--- config.mk ---
export PLATFORM = sky130hd
export DESIGN_NAME = acc_dump_ctrl
export DESIGN_NICKNAME = d
export VERILOG_FILES = /design/src/rtl/acc_dump_ctrl.sv
export SDC_FILE = /design/constraint.sdc
export NUM_CORES = 1
export LEC_CHECK = 0
export BUFFER_PORTS_ARGS = -buffer_cell sky130_fd_sc_hd__buf_4
export CELL_PAD_IN_SITES_DETAIL_PLACEMENT = 1
export CELL_PAD_IN_SITES_GLOBAL_PLACEMENT = 2
export CORE_ASPECT_RATIO = 0.7
export CORE_MARGIN = 3
export CORE_UTILIZATION = 26
export DETAILED_ROUTE_END_ITERATION = 7
export PLACE_DENSITY = 0.74
export SLEW_MARGIN = 20
export SYNTH_ARGS = -nofsm -noshare
export SYNTH_HDL_FRONTEND = slang
export SYNTH_SLANG_ARGS = --single-unit
export TNS_END_PERCENT = 20
--- constraint.sdc ---
create_clock -name clk -period 1.3 [get_ports clk]
set_input_delay 0.13 -clock clk [delete_from_list [all_inputs] [get_ports clk]]
set_output_delay 0.13 -clock clk [all_outputs]
set_load 0.02 [all_outputs]
--- src/rtl/acc_dump_ctrl.sv ---
// acc_dump_ctrl: integrate-and-dump controller for a signed accumulator.
// Counts N_SAMPLES accepted input samples and gates the accumulator clock
// enable while it counts. It then captures the block sum, clears the
// accumulator, and scales, rounds and saturates the sum into a block average.
// Optional feature, selected by the macro ACC_DUMP_ROUND_EN:
//   defined   -> add 2^(SHIFT-1) before the shift (round half up)
//   undefined -> plain arithmetic shift (floor)
//
// Handshakes (both ports): a beat transfers on a cycle where valid and ready
// are both high at posedge clk. Valid never depends on ready. Once valid is
// raised, it and its data stay stable until the beat transfers.
module acc_dump_ctrl #(
    parameter int N_SAMPLES = 16,
    parameter int SHIFT     = 4,
    parameter int IN_W      = 21,
    parameter int OUT_W     = 13
) (
    input  logic             clk,
    input  logic             rst,
    input  logic             in_valid,
    output logic             in_ready,
    output logic             acc_ce,
    output logic             acc_clr,
    input  logic [IN_W-1:0]  acc_y,
    output logic [OUT_W-1:0] out_data,
    output logic             out_valid,
    input  logic             out_ready,
    output logic             out_sat,
    output logic             state_dbg
);

    localparam int CNT_W = $clog2(N_SAMPLES);
    localparam logic [CNT_W-1:0] CNT_LAST = CNT_W'(N_SAMPLES - 1);

    // One guard bit over the accumulator width.
    // The rounding add therefore cannot wrap.
    localparam int EXT_W = IN_W + 1;

`ifdef ACC_DUMP_ROUND_EN
    // Half of one output LSB. This is zero when SHIFT is 0.
    localparam logic signed [EXT_W-1:0] RND_TERM = EXT_W'((1 << SHIFT) >> 1);
`else
    localparam logic signed [EXT_W-1:0] RND_TERM = '0;
`endif

    localparam logic signed [EXT_W-1:0] SAT_MAX = EXT_W'((1 << (OUT_W - 1)) - 1);
    localparam logic signed [EXT_W-1:0] SAT_MIN = ~SAT_MAX;

    typedef enum logic {
        ACC  = 1'b0,
        DUMP = 1'b1
    } state_t;

    state_t           state;
    state_t           state_nxt;
    logic [CNT_W-1:0] cnt;
    logic [CNT_W-1:0] cnt_nxt;
    logic             dump_fire;

    logic signed [EXT_W-1:0] y_ext;
    logic signed [EXT_W-1:0] y_rnd;
    logic signed [EXT_W-1:0] y_shr;
    logic signed [EXT_W-1:0] y_sat;
    logic                    sat_flag;

    // State register and sample counter; reset discards any partial block.
    always_ff @(posedge clk) begin
        if (!rst) begin
            state <= ACC;
            cnt   <= '0;
        end else begin
            state <= state_nxt;
            cnt   <= cnt_nxt;
        end
    end

    // Next-state, sample counting and accumulator control.
    always_comb begin
        state_nxt = state;
        cnt_nxt   = cnt;
        in_ready  = 1'b0;
        acc_ce    = 1'b0;
        dump_fire = 1'b0;
        case (state)
            ACC: begin
                in_ready = 1'b1;
                acc_ce   = in_valid;
                if (in_valid) begin
                    if (cnt == CNT_LAST) begin
                        cnt_nxt   = '0;
                        state_nxt = DUMP;
                    end else begin
                        cnt_nxt = cnt + 1'b1;
                    end
                end
            end
            DUMP: begin
                // acc_y holds the full block sum here.
                // The accumulator is registered, and its last enable was the
                // previous cycle. Dump once the output slot is free or
                // draining this cycle.
                dump_fire = ~out_valid | out_ready;
                if (dump_fire) begin
                    state_nxt = ACC;
                end
            end
            default: begin
                state_nxt = ACC;
            end
        endcase
        // Holding the controller in reset also holds the accumulator clear.
        acc_clr = ~rst | dump_fire;
    end

    // Scale, round and saturate the captured block sum.
    always_comb begin
        y_ext    = $signed({acc_y[IN_W-1], acc_y});
        y_rnd    = y_ext + RND_TERM;
        y_shr    = y_rnd >>> SHIFT;
        y_sat    = y_shr;
        sat_flag = 1'b0;
        if (y_shr > SAT_MAX) begin
            y_sat    = SAT_MAX;
            sat_flag = 1'b1;
        end else if (y_shr < SAT_MIN) begin
            y_sat    = SAT_MIN;
            sat_flag = 1'b1;
        end
    end

    // Output register. A new result may replace one that transfers in the
    // same cycle; otherwise a held result stays stable until accepted.
    always_ff @(posedge clk) begin
        if (!rst) begin
            out_valid <= 1'b0;
            out_data  <= '0;
            out_sat   <= 1'b0;
        end else if (dump_fire) begin
            out_valid <= 1'b1;
            out_data  <= y_sat[OUT_W-1:0];
            out_sat   <= sat_flag;
        end else if (out_valid && out_ready) begin
            out_valid <= 1'b0;
        end
    end

    assign state_dbg = (state == DUMP);

endmodule

=== Word level (Yosys, flattened, before mapping) ===
Cells that the tools add are included.

* Bitwise gates (word level): 5
* Mux-type cells: 14
* Add/subtract/negate cells: 1
* Order comparisons: 2
* Equal/unequal tests: 1
* Reductions and logical operators: 3

{| class="wikitable"
|+ Operator list
! cell !! number
|-
| $mux W13 || 2
|-
| $gt A17 B13 Y1 const B || 1
|-
| $lt A17 B13 Y1 const B || 1
|-
| $mux W1 || 10
|-
| $add A4 B1 Y4 const B || 1
|-
| $eq A4 B4 Y1 const B || 1
|-
| $mux W4 || 1
|-
| $not A1 Y1 || 3
|-
| $or A1 B1 Y1 || 2
|-
| $pmux W1 S2 || 1
|-
| $reduce_and A2 Y1 || 1
|-
| $reduce_bool A2 Y1 || 1
|-
| $logic_and A1 B1 Y1 || 1
|}

* Bits of input ports: 25
* Logic and storage cells: 31
* Output and inout port bits: 19
* Register bits: 20

=== Logic depth before layout (Yosys ltp) ===
* Depth in word-level cells: 4
* Mapped depth: 5

=== Worst setup path after synthesis ===
Ideal clock, no wire load.

* Path kind: register -> register
* Start: reg state (netlist: state_dbg)
* End: reg out_data[1]
* Arrival time: 1110 ps
* Slack: 111 ps
* Clock period less this slack: 1189 ps
* Cell stages (with the launch flop): 5
* Cells stage by stage: dfxtp_1 -> buf_2 -> buf_2 -> a21oi_1 -> a211oi_2

* Word-level cells in the longest chain between the ends: 1

{| class="wikitable"
|+ RTL lines
! what !! line !! text
|-
| from (decl) || 54 || <nowiki>state_t state;</nowiki>
|-
| from (signal assigned) || 72 || <nowiki>state <= state_nxt;</nowiki>
|-
| $mux W1 || 84 || <nowiki>case (state)</nowiki>
|-
| to (signal assigned) || 140 || <nowiki>out_data <= y_sat[OUT_W-1:0];</nowiki>
|-
| to (decl) || 25 || <nowiki>output logic [OUT_W-1:0] out_data,</nowiki>
|}

Every way passes these cells.
A chain may end at the register's enable or synchronous reset.

=== Worst setup path after layout ===
* Start: reg cnt[0]
* End: reg cnt[0]

* Word-level cells in the longest chain between the ends: 2
* Elaborated cells on any way between the ends: 3
* Those cells by class: add/sub (1); eq/ne (1); mux (1)

{| class="wikitable"
|+ RTL lines
! what !! line !! text
|-
| from (decl) || 56 || <nowiki>logic [CNT_W-1:0] cnt;</nowiki>
|-
| from (signal assigned) || 73 || <nowiki>cnt <= cnt_nxt;</nowiki>
|-
| $add A4 B1 Y4 or $eq A4 B4 Y1 (tied branches) || 93, 89 ||
|-
| $mux W4 (*) || 89 || <nowiki>if (cnt == CNT_LAST) begin</nowiki>
|}

Mark *: on every way between the ends. The rest lies on a longest branch, timed or not.

==> out/summary.txt <==
Status - complete, no violations
F_max - 0.7816 GHz
Yosys cell types - 29
Cell family with most CP delay - simple AND/OR/NAND/NOR gates
Die H - 57.26 um
Leak - 0.5657 nW
Layout Skew - 0.003612 ns
Routability Congestion - 0.7207
DR pass1 iterations - 2
Die ar. - 4536 sq um
Hold WC Path Type - in -> reg
Placed Instances - 187
Non-Filler Instances - 195
Fill cells - 412
Num CTS Buffers - 3
Initial Util - 29.04%
P&R area growth vs syn - 42.69%
Cell Area, Synth - 975.9 sq um
Commonest non-fill, non-tap cell in the layout - buf_4
Layout cell share with drive strength beyond 1 - 48.65%
Final worst path period share - 98.42%
NumNets Final - 176
Power Dens Cells - 827.8 nW/um^2
Total Routed Length - 2938 um
Post-Syn Area per Cell - 9.475 sq um
Max_slew headroom - 68.73%
Min-Delay Endpoint - out_sat$_SDFFE_PN0P_
Critical path data arrival time - 1.46 ns
Max-cap violation count - 0
FF-to-FF End - cnt[0]$_SDFFE_PN0P_
Post-layout util - 41.44%
CP max FO - 5
DRT iter0 DRCs - 9
CTS Sinks - 20
# diodes - 0
Syn. warnings - 0
Unrepaired setup endpoints after global routing - true
Register bit count reported by yosys - 20
Vias - 937
Most frequent cells in the layout - 50 x buf_4, 18 x dfxtp_1, 17 x a21oi_1, 11 x a211oi_2, 10 x o21ai_1
Cells after Synth - 103
Startpoint Class - register
Die X - 79.23 um
Largest net degree at the start of global routing - 20
Remaining antenna violation count after routing - 0
Largest area contributor in the netlist - dfxtp_1
Fin crit period - 1.279 ns
DRC viols - 0
Clk_lat worst skew - 0.25 ns
Worst reg2reg setup slack - 0.02 ns
Max VDD drop - 0.3104 mV
Max incr delay on CP - 0.34 ns
Setup violators final - 0
Area of the core - 3361 sq um
Clock transition at the registers of the reported paths - 0.07 ns
CP max-delay cell - dfxtp_2
First-pass GRT wire length - 4678 um
CTS Root Cell - clkbuf_8
PortBufs - 39
Max-slew violation count - 0
Final hold slack - 0.1425 ns
GRT overflow - 0
Vias in the first global route - 966
Worst r2r src - cnt[0]$_SDFFE_PN0P_
Hold depth - 2
I/O pin cnt - 44
Crit end category - register
CP required - 1.48 ns
CTS tree - done
H-tree depth - 1
Number of core rows - 17
Top post-synthesis cells by area - dfxtp_1 41%, a211oi_2 14%, a21oi_1 9.2%, o21ai_1 5.1%, buf_6 2.3%
Bufs on Longest Clock Path - 2
Post-detail-place hpwl - 2206 um
Critical-path cell list - ha_1 -> and3_1 -> or3_1 -> a21oi_2
Worst-Margin Slew - 0.4683 ns
Type of the worst setup path - reg -> reg
Net Count, Synth - 129
Reg2Reg Depth - 4
WL per Instance - 15.07 um
Top cell type's share of synthesized area - 41.03%
Bufs and invs on worst path - 0
GRT Overall Usage - 13.23%
Via density - 4.805
Initial antenna violation count - 0
Register area share after synthesis - 41.03%
Fin. Hold Viols - 0
Min-delay src - rst
[registers in the layout (all words and copies together), names as in the netlist]
| signal | count |
|---|---|
| out_sat | 1 |
| out_data | 13 |
| out_valid | 1 |
| state_dbg | 1 |
| cnt | 4 |
[cell type report]
class	instances	area (sq um)	area share [%]
timing repair buffer	50	375.4	26.95
multi-input combinational	71	496.7	35.67
inverter	4	15.01	1.078
clock buffer	3	41.29	2.965
sequential	20	405.4	29.11
tap	47	58.81	4.223
[report_power, final]
part           switching, mW  internal [mW]  leakage [nW]  total (mW)
combinational         0.0643         0.0639         0.382       0.128
sequential           0.00506          0.615         0.162       0.620
clock                  0.198          0.206        0.0216       0.404
total                  0.267          0.885         0.566        1.15
[stage by stage]
step                      power, mW  setup TNS (ns)  cell area, sq um  setup WS, ns
after floorplan              0.6908               0             975.9        0.1106
after global placement       0.7601               0              1305       0.04996
after detailed placement     0.7631               0              1305      0.004071
after CTS                     1.163               0              1355      0.003830
after global routing          1.208        -0.04886              1393      -0.04886
final                         1.153               0              1393       0.02060
[layer usage]
metal  wire [um]  GRT usage (%)
met1        1339          16.00
met2        1419          22.42
met3         160          5.047
met4          18          2.941
met5           0              0
[worst register-to-register path, delay by kind of cell (launching register included)]
kind	cells	cell delay, ns
simple gates	2	0.52
flops	1	0.34
fa+ha+maj	1	0.22
compound gates	1	0.13
[logic make-up after synthesis]
kind of cell / Yosys count / synth area share, %
AND/OR/NAND/NOR: 21 / 12.69
AO/OA/AOI/OAI: 48 / 35.64
adder cells (fa/ha/maj): 1 / 1.282
buffers and inverters: 12 / 8.461
flip-flops: 20 / 41.03
XOR/XNOR: 1 / 0.8976
[Yosys cell counts (all sizes together)]
master	count
a211oi	12
a21o	1
a21oi	18
a22oi	1
and3	1
and4	1
buf	7
clkbuf	1
dfxtp	20
ha	1
inv	4
nand2	6
nand2b	2
nand3	1
nand3b	2
nor2	4
nor2b	1
nor4	1
o211a	1
o21ai	14
o311a	1
or3	2
xor2	1
[worst max-delay path by stage]
stage	from	slack (ns)	cells after the start	endpoint
finish	cnt[0]$_SDFFE_PN0P_	0.02	4	cnt[0]$_SDFFE_PN0P_
global route	cnt[0]$_SDFFE_PN0P_	-0.05	4	cnt[0]$_SDFFE_PN0P_
CTS	out_valid$_SDFFE_PN0P_	0.004	4	acc_clr
detailed placement	cnt[0]$_SDFFE_PN0P_	0.004	4	cnt[0]$_SDFFE_PN0P_
global placement	state_dbg$_SDFF_PN0_	0.05	4	state_dbg$_SDFF_PN0_
floorplan	state_dbg$_SDFF_PN0_	0.11	4	out_data[1]$_SDFFE_PN0P_
[what timing repair did]
action	4_1_cts	5_1_grt
endpoints found under the setup margin	4	3
hold buffers	0	0
buffers inserted	0	5
gates resized for setup	4	1
No activity file was read; power rests on OpenSTA's default activity.
